## src/rtl/muldiv_seq_pkg.sv

```systemverilog
`default_nettype none
// ============================================================================
// Module   : muldiv_seq_pkg
// Desc     : ALU opcodes, RV32M op encodings and FSM states for muldiv_seq.
// Revision : 1.0 - initial release
// ============================================================================
package muldiv_seq_pkg;

    localparam logic [3:0] ALU_ADD  = 4'b0000;
    localparam logic [3:0] ALU_SUB  = 4'b1000;
    localparam logic [3:0] ALU_NONE = 4'b1111;

    localparam logic [2:0] MD_MUL    = 3'b000;
    localparam logic [2:0] MD_MULH   = 3'b001;
    localparam logic [2:0] MD_MULHSU = 3'b010;
    localparam logic [2:0] MD_MULHU  = 3'b011;
    localparam logic [2:0] MD_DIV    = 3'b100;
    localparam logic [2:0] MD_DIVU   = 3'b101;
    localparam logic [2:0] MD_REM    = 3'b110;
    localparam logic [2:0] MD_REMU   = 3'b111;

    typedef enum logic [2:0] {
        MD_IDLE  = 3'd0,
        MD_PREP  = 3'd1,
        MD_ITER  = 3'd2,
        MD_FIXUP = 3'd3,
        MD_DONE  = 3'd4
    } md_state_e;

    function automatic logic op_signed_a(input logic [2:0] op);
        return (op == MD_MULH) || (op == MD_MULHSU) || (op == MD_DIV) || (op == MD_REM);
    endfunction

    function automatic logic op_signed_b(input logic [2:0] op);
        return (op == MD_MULH) || (op == MD_DIV) || (op == MD_REM);
    endfunction

endpackage
`default_nettype wire

```

## src/rtl/muldiv_sign.sv

```systemverilog
`default_nettype none
// ============================================================================
// Module   : muldiv_sign
// Desc     : Operand magnitude/sign extraction and final sign fix-up/select.
// Revision : 1.0 - initial release
// ============================================================================
module muldiv_sign
    import muldiv_seq_pkg::*;
#(
    parameter int XLEN = 32
) (
    input  logic [2:0]      op,
    input  logic [XLEN-1:0] rs1,
    input  logic [XLEN-1:0] rs2,
    output logic            sign_a,
    output logic            sign_b,
    output logic [XLEN-1:0] mag_a,
    output logic [XLEN-1:0] mag_b,
    input  logic [2:0]      fix_op,
    input  logic            fix_sa,
    input  logic            fix_sb,
    input  logic [XLEN-1:0] acc_hi,
    input  logic [XLEN-1:0] acc_lo,
    output logic [XLEN-1:0] fix_result
);

    logic [2*XLEN-1:0] w_prod;

    always_comb begin
        sign_a = op_signed_a(op) & rs1[XLEN-1];
        sign_b = op_signed_b(op) & rs2[XLEN-1];
        mag_a  = sign_a ? -rs1 : rs1;
        mag_b  = sign_b ? -rs2 : rs2;

        // Divide reuses hi/lo as remainder/quotient.
        w_prod = (fix_sa ^ fix_sb) ? -{acc_hi, acc_lo} : {acc_hi, acc_lo};
        case (fix_op)
            MD_MUL:                       fix_result = w_prod[XLEN-1:0];
            MD_MULH, MD_MULHSU, MD_MULHU: fix_result = w_prod[2*XLEN-1:XLEN];
            MD_DIV, MD_DIVU:              fix_result = (fix_sa ^ fix_sb) ? -acc_lo : acc_lo;
            default:                      fix_result = fix_sa ? -acc_hi : acc_hi;
        endcase
    end

endmodule
`default_nettype wire

```

## src/rtl/muldiv_seq.sv

```systemverilog
`default_nettype none
// ============================================================================
// Module   : muldiv_seq
// Desc     : Iterative RV32M multiply/divide sequencer borrowing the core ALU.
//            Optional PREP early-out shortcuts: define MULDIV_EARLY_OUT_EN.
// Revision : 1.0 - initial release
// ============================================================================
module muldiv_seq
    import muldiv_seq_pkg::*;
#(
    parameter int XLEN  = 32,
    parameter int ITERS = 32
) (
    input  logic            clk,
    input  logic            rst_n,
    input  logic            start,
    input  logic [2:0]      op,
    input  logic [XLEN-1:0] rs1,
    input  logic [XLEN-1:0] rs2,
    input  logic            kill,
    output logic            ready,
    output logic            busy,
    output logic            done,
    output logic [XLEN-1:0] result,
    output logic [XLEN-1:0] alu_a,
    output logic [XLEN-1:0] alu_b,
    output logic [3:0]      alu_control,
    input  logic [XLEN-1:0] alu_result
);

    localparam int                 c_cnt_w    = $clog2(ITERS);
    localparam logic [c_cnt_w-1:0] c_cnt_last = c_cnt_w'(ITERS - 1);
    localparam logic [XLEN-1:0]    c_int_min  = {1'b1, {(XLEN-1){1'b0}}};

    md_state_e          r_state;
    logic [2:0]         r_op;
    logic               r_sa;
    logic               r_sb;
    logic [XLEN-1:0]    r_hi;
    logic [XLEN-1:0]    r_lo;
    logic [XLEN-1:0]    r_opb;
    logic [c_cnt_w-1:0] r_cnt;

    logic               w_sa;
    logic               w_sb;
    logic [XLEN-1:0]    w_mag_a;
    logic [XLEN-1:0]    w_mag_b;
    logic [XLEN-1:0]    w_fix_result;
    logic [XLEN-1:0]    w_rem_sh;
    logic               w_take;
    logic               w_carry;
    logic               w_short;
    logic [XLEN-1:0]    w_short_res;

    muldiv_sign #(.XLEN(XLEN)) u_sign (
        .op         (op),
        .rs1        (rs1),
        .rs2        (rs2),
        .sign_a     (w_sa),
        .sign_b     (w_sb),
        .mag_a      (w_mag_a),
        .mag_b      (w_mag_b),
        .fix_op     (r_op),
        .fix_sa     (r_sa),
        .fix_sb     (r_sb),
        .acc_hi     (r_hi),
        .acc_lo     (r_lo),
        .fix_result (w_fix_result)
    );

    always_comb begin
        w_rem_sh    = {r_hi[XLEN-2:0], r_lo[XLEN-1]};
        w_take      = r_hi[XLEN-1] | (w_rem_sh >= r_opb);
        w_carry     = alu_result < r_hi;
        alu_control = ALU_NONE;
        alu_a       = '0;
        alu_b       = '0;
        if (r_state == MD_ITER) begin
            if (r_op[2]) begin
                alu_control = ALU_SUB;
                alu_a       = w_rem_sh;
                alu_b       = r_opb;
            end else begin
                alu_a = r_hi;
                if (r_lo[0]) begin
                    alu_control = ALU_ADD;
                    alu_b       = r_opb;
                end
            end
        end
    end

    // Cases that need no iteration, resolved straight from the raw operands.
    always_comb begin
        w_short     = 1'b0;
        w_short_res = '0;
        if (op[2] && (rs2 == '0)) begin
            w_short     = 1'b1;
            w_short_res = op[1] ? rs1 : '1;
        end else if (op[2] && !op[0] && (rs1 == c_int_min) && (rs2 == '1)) begin
            w_short     = 1'b1;
            w_short_res = op[1] ? '0 : c_int_min;
        end
`ifdef MULDIV_EARLY_OUT_EN
        else if (!op[2] && ((w_mag_a == '0) || (w_mag_b == '0))) begin
            w_short = 1'b1;
        end else if (op[2] && (w_mag_a < w_mag_b)) begin
            w_short     = 1'b1;
            w_short_res = op[1] ? rs1 : '0;
        end
`endif
    end

    always_ff @(posedge clk or negedge rst_n) begin
        if (!rst_n) begin
            r_state <= MD_IDLE;
            ready   <= 1'b1;
            busy    <= 1'b0;
            done    <= 1'b0;
            result  <= '0;
            r_op    <= MD_MUL;
            r_sa    <= 1'b0;
            r_sb    <= 1'b0;
            r_hi    <= '0;
            r_lo    <= '0;
            r_opb   <= '0;
            r_cnt   <= '0;
        end else begin
            done <= 1'b0;
            if (kill && (r_state != MD_IDLE)) begin
                r_state <= MD_IDLE;
                ready   <= 1'b1;
                busy    <= 1'b0;
            end else begin
                case (r_state)
                    MD_IDLE: begin
                        if (start) begin
                            r_state <= MD_PREP;
                            ready   <= 1'b0;
                            busy    <= 1'b1;
                        end
                    end
                    MD_PREP: begin
                        r_op  <= op;
                        r_sa  <= w_sa;
                        r_sb  <= w_sb;
                        r_cnt <= '0;
                        r_hi  <= '0;
                        r_lo  <= op[2] ? w_mag_a : w_mag_b;
                        r_opb <= op[2] ? w_mag_b : w_mag_a;
                        if (w_short) begin
                            result  <= w_short_res;
                            done    <= 1'b1;
                            r_state <= MD_DONE;
                        end else begin
                            r_state <= MD_ITER;
                        end
                    end
                    MD_ITER: begin
                        if (r_op[2]) begin
                            r_hi <= w_take ? alu_result : w_rem_sh;
                            r_lo <= {r_lo[XLEN-2:0], w_take};
                        end else if (r_lo[0]) begin
                            r_hi <= {w_carry, alu_result[XLEN-1:1]};
                            r_lo <= {alu_result[0], r_lo[XLEN-1:1]};
                        end else begin
                            r_hi <= {1'b0, r_hi[XLEN-1:1]};
                            r_lo <= {r_hi[0], r_lo[XLEN-1:1]};
                        end
                        r_cnt <= r_cnt + c_cnt_w'(1);
                        if (r_cnt == c_cnt_last) begin
                            r_state <= MD_FIXUP;
                        end
                    end
                    MD_FIXUP: begin
                        result  <= w_fix_result;
                        done    <= 1'b1;
                        r_state <= MD_DONE;
                    end
                    default: begin
                        r_state <= MD_IDLE;
                        ready   <= 1'b1;
                        busy    <= 1'b0;
                    end
                endcase
            end
        end
    end

endmodule
`default_nettype wire

```

## config.mk

```make
export PLATFORM = sky130hd
export DESIGN_NAME = muldiv_seq
export DESIGN_NICKNAME = d
export VERILOG_FILES = /design/src/rtl/muldiv_seq_pkg.sv /design/src/rtl/muldiv_sign.sv /design/src/rtl/muldiv_seq.sv
export SDC_FILE = /design/constraint.sdc
export NUM_CORES = 1
export LEC_CHECK = 0
export ABC_AREA = 1
export CORE_MARGIN = 1
export CORE_UTILIZATION = 35
export DETAILED_ROUTE_END_ITERATION = 12
export SETUP_SLACK_MARGIN = 0.4
export SYNTH_ARGS = -nofsm -noshare
export SYNTH_HDL_FRONTEND = slang
export SYNTH_SLANG_ARGS = --single-unit
```

## constraint.sdc

```tcl
create_clock -name clk -period 3.1 [get_ports clk]
set_input_delay 0.775 -clock clk [delete_from_list [all_inputs] [get_ports clk]]
set_output_delay 0.775 -clock clk [all_outputs]
set_load 0.01 [all_outputs]
```

Yosys cells after proc, flatten, opt, wreduce, memory -nomap -nowiden
Cells that the tools add are included. W data, S select, Z words.

Output and inout bits: 103. Input port bits: 103. Bits in registers: 144. Latch bits: 0. Word-level logic and storage cells: 115. Bits in read-only memories: 0. Bits in writable memories: 0. Memories kept: 0.

Divide/modulo/power cells: 0. Eq/ne operators: 19. Magnitude comparators: 2. Shift-type cells: 0. $add $sub $neg: 6. $mul: 0. Mux-type cells: 46. Reduce and logical (&&, ||, !) cells: 25. Bitwise operators: 5.

Operator list (number): $mux W32 (21); $pmux W32 S2 (3); $neg A32 Y32 (4); $pmux W32 S3 (1); $eq A32 B32 Y1 const B (2); $mux W64 (1); $neg A64 Y64 (1); $ge A32 B32 Y1 (1); $logic_not A32 Y1 (1); $lt A32 B32 Y1 (1); $eq A3 B2 Y1 const B (5); $eq A3 B3 Y1 const B (4); $mux W3 (4); $mux W4 (3); $pmux W3 S4 (1); $pmux W5 S2 (1); $eq A3 B1 Y1 const B (3); $mux W1 (8); $reduce_and A2 Y1 (4); $logic_not A3 Y1 (2); $pmux W1 S2 (3); $reduce_or A3 Y1 (2); $add A5 B1 Y5 const B (1); $eq A5 B5 Y1 const B (1); other kinds (15) (25).

Longest topological paths before layout
Word-level depth: 9. Gate-level depth with buffers: 20. Depth with buffers taken out: 18.

Cells and area by module
A second synthesis with hierarchy kept.

Cell total of the unflattened synthesis: 2591. Area total of the unflattened synthesis: 15602.5 um^2.

Modules (own cells, without submodules): muldiv_seq (instances 1, seq. area each 3604.7 um^2, area each 10557.6 um^2, cells each 1540); muldiv_sign (instances 1, seq. area each 0.0 um^2, area each 5044.8 um^2, cells each 1051).

Worst setup path before layout
OpenSTA, ideal clock, no wires.

Path kind: reg2out. Start point: register r_op[2]. End point: output alu_control[1]. Stages on the path, launching flop included: 7. Path buffers: 3. Path slack: 759 ps. Arrival time: 1566 ps. Path through: dfrtp_1 nor2_1 inv_1 clkbuf_1 nand2_1 clkbuf_1 buf_4.

Longest elaborated chain between the ends: 2.

RTL lines: start, declared (RTL line muldiv_seq.sv:36) `logic [2:0] r_op;`; start signal, assigned (RTL line muldiv_seq.sv:144) `r_op <= op;`; $mux W4 (RTL line muldiv_seq.sv:79) `if (r_op[2]) begin`; $mux W4 (RTL line muldiv_seq.sv:78) `if (r_state == MD_ITER) begin`; end, declared (RTL line muldiv_seq.sv:27) `output logic [3:0] alu_control,`.

No other way between the ends.

Final worst setup path
Start point: register r_hi[7]. End point: output alu_a[7].

Longest elaborated chain between the ends: 2.

RTL lines: start, declared (RTL line muldiv_seq.sv:39) `logic [XLEN-1:0] r_hi;`; start signal, assigned (RTL line muldiv_seq.sv:161) `r_hi <= w_take ? alu_result : w_rem_sh;`; start signal, assigned (RTL line muldiv_seq.sv:164) `r_hi <= {w_carry, alu_result[XLEN-1:1]};`; start signal, assigned (RTL line muldiv_seq.sv:167) `r_hi <= {1'b0, r_hi[XLEN-1:1]};`; $mux W32 (RTL line muldiv_seq.sv:79); $mux W32 (RTL line muldiv_seq.sv:78); end, declared (RTL line muldiv_seq.sv:25) `output logic [XLEN-1:0] alu_a,`.

No other way between the ends.

==> results.toml <==
[timing]
finalMaxSlewViolations = 0
finalWorstPathRequiredPeriod_ns = 2.877
timing.fmax_ghz = 0.3476
count_of_final_setup_violators = 0
hold_viol = 0
final_min_period_over_clock_period_pct = 92.81
rsz0062_at_grt = "true"
worst_slew_pin_slew_ns = 0.7890
finClkSkew_ns = 0.01972
worst_slew_margin_rel_pct = 47.34

[routing]
drt-pass1-iter-count = 10
route.detailed.vias_per_inst = 5.689
routed_wirelength_microns = 82090
ant_nets = 0
drt_iter0_markers = 2359
vias = 19840
wl_per_cell_microns = 23.54
remaining_drcs = 0

[floorplanning]
die-height_microns = 215.9
core_area_sq_mm = 0.04470
design.die.area_sq_mm = 0.04659
core.rowCount = 77
initial_core_util_pct = 35.81
ios = 206
chipWidth_microns = 215.9

[layout]
fin_nets = 3053
nFillCells = 4793
multiInputGateArea_sq_mm = 0.01109
final_layout_size_suffix_gt1_share_pct = 15.97
final-seq-area_sq_mm = 0.003622
fin_util_pct = 45.71
layout-area-overhead-vs-synth_pct = 27.65

[clocking]
cts_made_buffers = 17
tritoncts = "built"
clk_pin_slew_ns = 0.07
cts-root-to-sink-buffers = 2
cts.hold.buffers_added = 0
cts_num_sinks = 144
worstSkewPairLatency_ns = 0.50
htree_levels = 4
root_buffer = "clkbuf_16"

[synth]
seq_area_frac_synth_pct = 22.52
postSynthAreaPerCell_sq_um = 6.086
combinational_family_with_the_most_area_after_synthesis = "simple AND/OR/NAND/NOR gates"
synth-simple-area-share_pct = 40.02
synth_async_reset_ratio_pct = 100.0
synthMuxAreaShare_pct = 0
synth_compound_area_share_pct = 18.64
ys_dominant_reg_cell = "dfrtp_1"
yosysWarningCount = 0
syn-num-nets = 2803
yosysUniqueCellTypes = 61
synth_top_area_share_pct = 22.36
synth_largest_area_cell = "dfrtp_1"
mappedNetlistArea_sq_mm = 0.01601
post_synth_fa_ha_maj_area_fraction_pct = 5.472
post_synth_xor_area_fraction_pct = 3.009
synth.top_cells.by_area = "dfrtp_1 (22%), nand2_1 (18%), nor2_1 (8.5%)"
synth_cells = 2630
synth_seq_cells = 144
synth_edf_count = 0

[global_routing]
grtUsageMet2_pct = 53.39
pin_count_of_the_biggest_net_entering_global_routing = 71
grt_overflow_total = 0
grt_use_met1_pct = 43.80
antenna_found_initial = 1
gr-max-usage-layer = "met2"
first_global_vias = 18240
gr-usage-met3_pct = 6.709
globalRouteTotalUtil_pct = 34.67
grt_pass1_wl_microns = 119500

[min_path]
hold_path_class = "in2async"

[worst_setup_path]
crit_path_max_incr_delay_ns = 0.70
cp_max_fo = 9
criticalPathCategory = "reg2out"
path_cells = "inv_1 -> a211oi_4 -> clkdlybuf4s15_2"
timing.critical_path.to_type = "output pin"
start_kind = "flip-flop"
cp.required_ns = 2.32
crit_slowest_cell = "dfrtp_1"
worst-endpoint-arrival_ns = 2.10

[power]
power_per_cell_area_mw_per_mm2 = 1023
power.internal_mw = 8.798
p_total_mw = 20.90
ir_worst_vdd_uv = 468.8
swShare_pct = 57.90
p_comb_share_pct = 68.7
total_switching_power_mw = 12.10
p_leak_nw = 9.312
pwr-share-clk_pct = 10.7
power_frac_seq_pct = 20.5

[status]
result_of_the_run = "finished clean"

[placement]
dp_hpwl_microns = 66110
globalplace.congestion = 1.066
buffer_ports.inserted = 205

[job]
max_cap_violations = 0
## kinds of logic (layout without fill, tap and decap cells)
| group | after synthesis | in the layout |
|---|---|---|
| adder cells (fa/ha/maj) | 70 | 70 |
| AO/OA/AOI/OAI | 481 | 481 |
| AND/OR/NAND/NOR | 1483 | 1483 |
| other | 0 | 2 |
| buffers and inverters | 397 | 660 |
| flip-flops | 144 | 144 |
| XOR/XNOR | 55 | 55 |
## state kept, by name, summed over array words and instances (netlist names)
| signal | flops |
|---|---|
| r_hi | 32 |
| r_lo | 32 |
| r_opb | 32 |
| result | 32 |
| r_cnt | 5 |
| r_op | 3 |
| r_state | 3 |
| busy | 1 |
| done | 1 |
| r_sa | 1 |
| r_sb | 1 |
| ready | 1 |
## stage by stage
stage / cells / hold WS, ns / setup TNS (ns) / instance area [sq um] / worst slack (ns)
finish: 3487 / 0.2298 / 0 / 20430 / 0.2227
global route: 3485 / 0.2571 / 0 / 20430 / 0.2102
CTS: 3479 / 0.2319 / 0 / 20140 / 0.1794
detailed placement: 3444 / 0.4960 / -0.8637 / 19400 / -0.05162
global placement: 3444 / 0.4926 / -0.01025 / 19400 / -0.009471
floorplan: 2630 / 0.4590 / 0 / 16010 / 0.7589
## worst paths after layout
path                              endpoint  cells past startpoint  slack (ns)  startpoint
worst max-delay path              alu_a[7]                      3        0.22     r_hi[7]
worst min-delay path              r_hi[18]                      1        0.23       rst_n
worst max register to register  result[19]                     10        0.45     r_hi[7]
worst min register to register    r_cnt[4]                      1        0.52    r_cnt[4]
max in group asynchronous         r_lo[18]                      2        1.99       rst_n
min in group clk                  r_cnt[4]                      1        0.52    r_cnt[4]
## power by group through the flow
stage	Sequential (mW)	Clock [mW]	Combinational, mW
final	4.29	2.25	14.4
after global routing	4.32	2.34	15.6
after CTS	4.17	2.27	13.7
after detailed placement	4.20	0	13.6
after global placement	4.20	0	13.5
after floorplan	3.49	0	8.50
## critical path, delay by kind of cell, from the launching register on
kind            cells  cell delay [ns]
flops               1             0.70
buf+inv             2             0.57
compound gates      1             0.33
## per-layer routing
| metal | vias to the layer above | share of wire (%) |
|---|---|---|
| met3 | 203 | 8.3 |
| met4 | 0 | 6.8 |
| met5 | - | 0 |
| met1 | 9417 | 40 |
| li1 | 9172 | - |
| met2 | 1044 | 45 |
## synthesized netlist by cell type (all sizes together) (32+ instances only)
cell type,number
nand2,755
nor2,395
inv,265
nand3,228
o21ai,161
a21oi,150
dfrtp,143
ha,70
buf,67
clkbuf,63
xor2,53
nand4,47
o211ai,34
o22ai,34
a211oi,32
## cell type report
class,count,area share [%]
well taps,592,3.625
clock inverters,14,0.8267
repair buffers,361,16.41
multi-input cells,2089,54.28
clock buffers,18,2.149
diodes,2,0.02449
flip-flops and latches,144,17.73
inverters,267,4.954
## placed cells by master (no fill, tap or decap), drive strengths merged, types with 32 or more instances in the layout
master | synthesis | final
a211oi | 32 | 32
a21oi | 150 | 150
buf | 67 | 175
clkdlybuf4s15 | 0 | 44
clkdlybuf4s50 | 0 | 134
dfrtp | 143 | 143
ha | 70 | 70
inv | 265 | 273
nand2 | 755 | 755
nand3 | 228 | 228
nand4 | 47 | 47
nor2 | 395 | 395
o211ai | 34 | 34
o21ai | 161 | 161
o22ai | 34 | 34
xor2 | 53 | 53
## timing repair
action                                  in CTS  in global routing
hold endpoints to repair                     0                  0
cloned                                       0                  1
gates resized for setup                    235                 87
pin swaps                                    1                  8
endpoints found under the setup margin      72                142
buffers inserted                             3                  5
(Power assumes the default switching activity.)
